$ cat src/rtl/bus_reg_pkg.sv
// bus_reg_pkg: shared FSM state type and index-width helper for the bus register bank.
package bus_reg_pkg;
  typedef enum logic [1:0] {IDLE, WRITE, READ, ACK} state_t;
  function automatic int clog2(input int n);
    int r;
    r = 0;
    while ((1 << r) < n) r++;
    return r;
  endfunction
endpackage

$ cat src/rtl/bus_sync_edge.sv
// bus_sync_edge: STAGES-deep synchroniser with a falling-edge pulse.
// Edges are only reported once the chain holds real input samples, so a strobe held low across reset release is not a start.
module bus_sync_edge #(
  parameter int   STAGES  = 3,
  parameter logic RST_VAL = 1'b1
) (
  input  logic clk,
  input  logic rst,
  input  logic d,
  output logic lvl,
  output logic fall
);
  logic [STAGES-1:0] sync_q, sync_d, vld_q, vld_d;
  logic prev_q, prev_d;
  always_comb begin
    sync_d = {sync_q[STAGES-2:0], d};
    vld_d  = {vld_q[STAGES-2:0], 1'b1};
    prev_d = vld_q[STAGES-1] & sync_q[STAGES-1];
    lvl    = sync_q[STAGES-1];
    fall   = prev_q & ~lvl;
  end
  always_ff @(posedge clk or posedge rst)
    if (rst) begin
      sync_q <= {STAGES{RST_VAL}};
      vld_q  <= '0;
      prev_q <= 1'b0;
    end else begin
      sync_q <= sync_d;
      vld_q  <= vld_d;
      prev_q <= prev_d;
    end
endmodule

$ cat src/rtl/bus_reg_bank.sv
// bus_reg_bank: asynchronous-strobe bus register bank with byte enables and a fabric write port.
// Define BUS_REG_BANK_ADDR_ERR_EN to enable the sticky out-of-range err flag.
module bus_reg_bank
  import bus_reg_pkg::*;
#(
  parameter int DATA_W      = 32,
  parameter int ADDR_W      = 24,
  parameter int NUM_REGS    = 8,
  parameter int SYNC_STAGES = 3
) (
  input  logic                         clk,
  input  logic                         rst,
  input  logic [ADDR_W-1:0]            address,
  input  logic [DATA_W-1:0]            data_in,
  input  logic [DATA_W/8-1:0]          be,
  input  logic                         ws_n,
  input  logic                         rs_n,
  input  logic                         as,
  output logic [DATA_W-1:0]            data_out,
  output logic                         ack,
  output logic                         err,
  output logic [NUM_REGS*DATA_W-1:0]   regs_q,
  input  logic                         hw_we,
  input  logic [clog2(NUM_REGS)-1:0]   hw_idx,
  input  logic [DATA_W-1:0]            hw_d
);
  localparam int IW = clog2(NUM_REGS);
  localparam int NB = DATA_W / 8;
  localparam logic [ADDR_W:0] NR = (ADDR_W+1)'(NUM_REGS);
  state_t state_q, state_d;
  logic [NUM_REGS*DATA_W-1:0] regs_d;
  logic [DATA_W-1:0] data_out_q, data_out_d, rd_word;
  logic [SYNC_STAGES-1:0] as_q, as_d;
  logic ws_lvl, ws_fall, rs_lvl, rs_fall, as_s, start_w, start_r, in_range;
  logic [IW-1:0] idx;
  bus_sync_edge #(.STAGES(SYNC_STAGES), .RST_VAL(1'b1)) u_ws (
    .clk(clk), .rst(rst), .d(ws_n), .lvl(ws_lvl), .fall(ws_fall)
  );
  bus_sync_edge #(.STAGES(SYNC_STAGES), .RST_VAL(1'b1)) u_rs (
    .clk(clk), .rst(rst), .d(rs_n), .lvl(rs_lvl), .fall(rs_fall)
  );
  always_comb begin
    as_d     = {as_q[SYNC_STAGES-2:0], as};
    as_s     = as_q[SYNC_STAGES-1];
    start_w  = ws_fall & as_s;
    start_r  = rs_fall & as_s;
    in_range = {1'b0, address} < NR;
    idx      = address[IW-1:0];
    ack      = state_q == ACK;
    state_d  = state_q == IDLE  ? (start_w ? WRITE : start_r ? READ : IDLE) :
               state_q == ACK   ? ((ws_lvl & rs_lvl) ? IDLE : ACK) : ACK;
    rd_word  = '0;
    regs_d   = regs_q;
    // Bus commit is applied after the fabric write so it wins a same-register collision.
    for (int k = 0; k < NUM_REGS; k++) begin
      if (in_range && idx == IW'(k)) rd_word = regs_q[k*DATA_W +: DATA_W];
      if (hw_we && hw_idx == IW'(k)) regs_d[k*DATA_W +: DATA_W] = hw_d;
      if (state_q == WRITE && in_range && idx == IW'(k))
        for (int b = 0; b < NB; b++)
          if (be[b]) regs_d[k*DATA_W + b*8 +: 8] = data_in[b*8 +: 8];
    end
    data_out_d = state_q == READ ? rd_word : data_out_q;
    data_out   = data_out_q;
  end
  always_ff @(posedge clk or posedge rst)
    if (rst) begin
      state_q    <= IDLE;
      regs_q     <= '0;
      data_out_q <= '0;
      as_q       <= '0;
    end else begin
      state_q    <= state_d;
      regs_q     <= regs_d;
      data_out_q <= data_out_d;
      as_q       <= as_d;
    end
`ifdef BUS_REG_BANK_ADDR_ERR_EN
  logic err_q, err_d;
  always_comb begin
    err_d = err_q | (state_q == IDLE && (start_w | start_r) && !in_range);
    err   = err_q;
  end
  always_ff @(posedge clk or posedge rst)
    if (rst) err_q <= 1'b0;
    else err_q <= err_d;
`else
  assign err = 1'b0;
`endif
endmodule

$ cat config.mk
export PLATFORM = sky130hd
export DESIGN_NAME = bus_reg_bank
export DESIGN_NICKNAME = d
export VERILOG_FILES = /design/src/rtl/bus_reg_pkg.sv /design/src/rtl/bus_sync_edge.sv /design/src/rtl/bus_reg_bank.sv
export SDC_FILE = /design/constraint.sdc
export NUM_CORES = 1
export LEC_CHECK = 0
export ABC_CLOCK_PERIOD_IN_PS = 12730
export CAP_MARGIN = 40
export CORE_ASPECT_RATIO = 1.4
export CORE_MARGIN = 2
export CORE_UTILIZATION = 39
export DETAILED_ROUTE_END_ITERATION = 8
export GPL_TIMING_DRIVEN = 1
export PLACE_DENSITY = 0.7
export SYNTH_ARGS = -nofsm -noshare
export SYNTH_HDL_FRONTEND = slang
export SYNTH_HIERARCHICAL = 1
export SYNTH_SLANG_ARGS = --single-unit
$ cat constraint.sdc
create_clock -name clk -period 12.73 [get_ports clk]
set_input_delay 1.273 -clock clk [delete_from_list [all_inputs] [get_ports clk]]
set_output_delay 1.273 -clock clk [all_outputs]
set_load 0.01 [all_outputs]
* Word-level counts from Yosys, hierarchy flattened *
Index checks and enable logic that the tools add are counted.

word-level totals
  register bits after elaboration = 307
  output and inout bits = 290
  logic and storage cells = 126

cells by class
  magnitude comparators = 1
  eq/ne operators = 17
  muxes and demuxes = 61
  bitwise logic cells = 9
  reduce and logical (&&, ||, !) cells = 28

operator list
  operator               number
  $mux W32               24
  $mux W8                32
  $logic_and A1 B1 Y1    25
  $eq A3 B3 Y1 const B   8
  $lt A24 B4 Y1 const B  1
  $eq A3 B2 Y1 const B   4
  $mux W2                5
  $and A1 B1 Y1          7
  $eq A3 B1 Y1 const B   2
  $logic_not A3 Y1       2
  $eq A2 B2 Y1 const B   2
  $eq A2 B1 Y1 const B   1
  $logic_not A2 Y1       1
  $not A1 Y1             2

* Longest topological paths before layout *
  depth in word-level cells = 10
  depth in mapped cells = 8
  mapped depth without buffers = 4

* Cells and area by module *
The synthesis kept the hierarchy.

modules (own cells, without submodules)
  module         times used  cells each  area an instance (um^2)
  bus_reg_bank   1           1280        16482.1
  bus_sync_edge  2           11          202.7

* Least setup slack after synthesis *
Ideal clock, no wire load.

  path kind = input -> register
  from = input port address[11]
  to = register regs_q[0]
  library setup time = 0.125 ns
  data arrival time = 3.115 ns
  setup slack = 9.490 ns
  stages = 5
  path through = or4_1 > nor2_1 > clkbuf_1 > nand3_1 > mux2_2

on the way
  word-level cells in the longest chain between the ends = 4

RTL lines
  item                               RTL line            RTL
  from (decl)                        bus_reg_bank.sv:13  input logic [ADDR_W-1:0] address,
  $lt A24 B4 Y1                      bus_reg_bank.sv:47  in_range = {1'b0, address} < NR;
  $logic_and A1 B1 Y1 (2 in series)  bus_reg_bank.sv:58  if (state_q == WRITE && in_range && idx == IW'(k))
  $mux W32                           bus_reg_bank.sv:58
  named net regs_d[0]                bus_reg_bank.sv:31  logic [NUM_REGS*DATA_W-1:0] regs_d;
  to (signal assigned)               bus_reg_bank.sv:73  regs_q <= regs_d;
  to (decl)                          bus_reg_bank.sv:22  output logic [NUM_REGS*DATA_W-1:0] regs_q,

The timed path passes the listed nets, and every way through them passes these cells.
A chain may end at the register's enable or synchronous reset.

* Final worst setup path *
  from = input port address[0]
  to = register regs_q[55]

on the way
  word-level cells in the longest chain between the ends = 4
  elaborated cells on any way between the ends = 5
  those cells by class = 1 x order compare; 1 x eq/ne; 1 x mux; 2 x reduce/logical

RTL lines
  item                   RTL line
  $lt A24 B4 Y1          bus_reg_bank.sv:47
  $logic_and A1 B1 Y1    bus_reg_bank.sv:58
  $logic_and A1 B1 Y1 *  bus_reg_bank.sv:58
  $mux W32 *             bus_reg_bank.sv:58
  named net regs_d[55]   bus_reg_bank.sv:31

The timed path passes the listed nets; every way through them passes the cells marked *.

==> metrics.txt <==
outcome completed; clock latency reported for the late side of the worst-skew pair 520 ps; synthesized instance count 1,302; most frequent cells in the layout 513 x sky130_fd_sc_hd__mux2_2, 386 x sky130_fd_sc_hd__clkdlybuf4s50_1, 301 x sky130_fd_sc_hd__dfrtp_1; Max Root-Sink Buffers 3; Layout Nets 1,777; Static Leak 9.358 nW; library cell used as clock root buffer sky130_fd_sc_hd__clkbuf_16; Die Height 250.2 µm; Maximum Capacitance Violations 0; count of endpoints failing hold in the final timing report 0; final estimated routing congestion in global placement 0.7813; layout cells sized above 1 38.39%; vias in the first global route 13.04k; total core area 0.04290 mm²; number of cell rows 90; CTS clock-pin slew for the worst setup and hold paths 60 ps; horizontal die dimension 179.9 µm; unrepaired setup endpoints after global routing no; critical path startpoint category input pin; logic depth of the worst register-to-register path 4; final setup slack of the worst path 8927 ps; Sinks on Clock Net 307; Netlist cell types 39; final core occ 52.76%; maximum frequency from static timing analysis 0.2630 GHz; main flop type after synthesis sky130_fd_sc_hd__dfrtp_1; FFs w/ async S/R, synth 100.0%; CTS tree done; post-DR vias/cell 5.574; required arrival time at the worst endpoint 13,130 ps; antenna diode count 0; cell area after layout 0.02263 mm²; Internal Dissipation 2.422 mW; power density relative to cell area 150.6 mW/mm²; number of buffers added by the clock tree synthesis step 34; initial antenna violation count 2; worst hold path class flop to flop; Critical R2R Launch state_q[1]$_DFF_PP0_; maximum number of pins on one net before global-route repair 172; power share of the clock group 29.1%; number of cells upsized or downsized after cts 0; final slew viol count 0; worst hold slack 345.9 ps; total vias in the final route 12.56k; Post-synth EDFFs 0; signal arrival time at the worst endpoint 4200 ps; Netlist Area Pre-Place 0.01689 mm²; worst hold endpoint as_q[2]$_DFF_PP0_; HPWL after detailed placement 38,740 µm; minimum clock period after layout 3803 ps; count of state elements after synthesis 307; net switching power 0.9879 mW; starting utilization of the core area 39.36%; skew final 10.11 ps; number of nets produced by synthesis 1,403; cell count of the worst hold path 0; sequential fraction of design power 39.4%; PortBufs 389; area share of the leading cell type in the synthesized netlist 44.60%; mean area per synthesized cell 12.97 µm²; setup TNS 0 ps; final-report setup violation count 0; critical register-to-register path endpoint regs_q[189]$_DFF_PP0_; I/O pin count 391; power share of the combinational group 31.5%; post-CTS setup buffer count 0; cell types occupying the most area after synthesis sky130_fd_sc_hd__dfrtp_1 45%, sky130_fd_sc_hd__mux2_2 34%, sky130_fd_sc_hd__mux4_2 4.1%, sky130_fd_sc_hd__mux2i_1 3.9%, sky130_fd_sc_hd__nand3b_1 1.7%; VDD IR max 0.0001041 V; count of warnings emitted by yosys 6; number of levels the H-tree was split into 2; CP max FO 45; drt drc 0; final worst path period share 29.87%; detailed-router iteration count before antenna repair 5; relative area change from synthesis to final layout 34.03%; grt total ovfl 0; standard cell area after detailed placement 0.02152 mm²; R2R Setup Slk 10,070 ps; most frequent standard cell in the layout excluding fill and tap cells sky130_fd_sc_hd__mux2_2; total wire length after detailed routing 57,230 µm; Overall Power 3.410 mW; worst setup slack after placement 8396 ps; startpoint of the worst hold path as_q[1]$_DFF_PP0_; die footprint 0.04500 mm²; net switching fraction of the power 28.97%; post-placement cell count 2,192; remaining antenna violation count after routing 0; Worst-Margin Slew 1135 ps; number of buffers inserted for hold repair after clock tree synthesis 0; overall fraction of global-route tracks in use 24.89%; Iter 0 DRT Violations 707; proportion of synthesized chip area in sequential cells 45.54%; Final Non-Filler Cells 2,253; global-route wire length before repair 84,980 µm; Crit Path Class input pin to flop; critical path endpoint category flop; worst max-slew margin expressed relative to the limit 24.33%; routed len/inst 25.40 µm; biggest area consumer among synthesized cells sky130_fd_sc_hd__dfrtp_1
[Yosys cell counts (4+ instances only)]
cell type	count
sky130_fd_sc_hd__nand3b_1	39
sky130_fd_sc_hd__nand2_1	69
sky130_fd_sc_hd__nor3_1	4
sky130_fd_sc_hd__dfstp_2	6
sky130_fd_sc_hd__o31ai_1	32
sky130_fd_sc_hd__nand4b_1	4
sky130_fd_sc_hd__mux2_2	513
sky130_fd_sc_hd__buf_1	16
sky130_fd_sc_hd__buf_2	10
sky130_fd_sc_hd__mux2i_1	65
sky130_fd_sc_hd__nor2_1	55
sky130_fd_sc_hd__a22oi_1	30
sky130_fd_sc_hd__dfrtp_1	301
sky130_fd_sc_hd__clkbuf_1	52
sky130_fd_sc_hd__nor2b_1	4
sky130_fd_sc_hd__or4_1	4
sky130_fd_sc_hd__nand3_1	23
sky130_fd_sc_hd__nand4_1	10
sky130_fd_sc_hd__mux4_2	31
[final cells by class]
| type | instances | area [µm²] |
|---|---|---|
| Timing Repair Buffer | 417 | 4202 |
| Inverter | 3 | 18.77 |
| Fill cell | 3714 | 20270 |
| Multi-Input combinational cell | 913 | 8920 |
| Sequential cell | 307 | 7690 |
| Clock buffer | 53 | 1046 |
| Tap cell | 552 | 690.7 |
| Clock inverter | 8 | 67.56 |
[state kept, by name (all words and copies together) (netlist names)]
name         count
u_ws/prev_q      1
u_rs/vld_q       3
as_q             3
u_rs/prev_q      1
data_out        32
u_ws/vld_q       3
state_q          2
u_ws/sync_q      3
u_rs/sync_q      3
regs_q         256
[logic make-up after synthesis]
| family | count (synthesis) | synth area share [%] |
|---|---|---|
| flip-flops | 307 | 45.54 |
| AND/OR/NAND/NOR | 233 | 7.283 |
| other | 3 | 0.06668 |
| buffers and inverters | 82 | 1.919 |
| multiplexers | 609 | 42.19 |
| AO/OA/AOI/OAI | 68 | 3.001 |
[routing by layer]
metal	vias to the layer above	routed length (µm)	part of all wire [%]	global-route usage [%]
met3	121	2716	4.7	3.896
met2	448	29540	52	44.24
met4	4	2297	4.0	10.08
li1	5601	-	-	-
met5	-	33	0.058	0
met1	6384	22640	40	30.03
[worst max-delay path by stage]
stage,start,cells past startpoint,endpoint
floorplan,rst,1,as_q[0]$_DFF_PP0_
global placement,address[11],5,data_out[0]$_DFFE_PP0N_
detailed placement,address[0],7,regs_q[53]$_DFF_PP0_
CTS,address[0],7,regs_q[52]$_DFF_PP0_
global route,address[0],7,regs_q[32]$_DFF_PP0_
finish,address[0],7,regs_q[55]$_DFF_PP0_
[critical path: stages]
cell                      delay [ps]
sky130_fd_sc_hd__buf_2            80
sky130_fd_sc_hd__buf_4           520
sky130_fd_sc_hd__nor2b_4         250
sky130_fd_sc_hd__buf_4           520
sky130_fd_sc_hd__nor2b_1         390
sky130_fd_sc_hd__nand4_1         620
sky130_fd_sc_hd__mux2_2          500
[power groups by stage]
stage / Clock (mW) / Combinational, mW / Sequential [mW]
global placement: 0 / 1.05 / 1.35
global route: 1.05 / 1.14 / 1.37
CTS: 1.01 / 1.08 / 1.34
detailed placement: 0 / 1.08 / 1.36
finish: 0.994 / 1.07 / 1.34
floorplan: 0 / 0.469 / 1.38
Note: power is estimated with default switching activity, not from simulation.
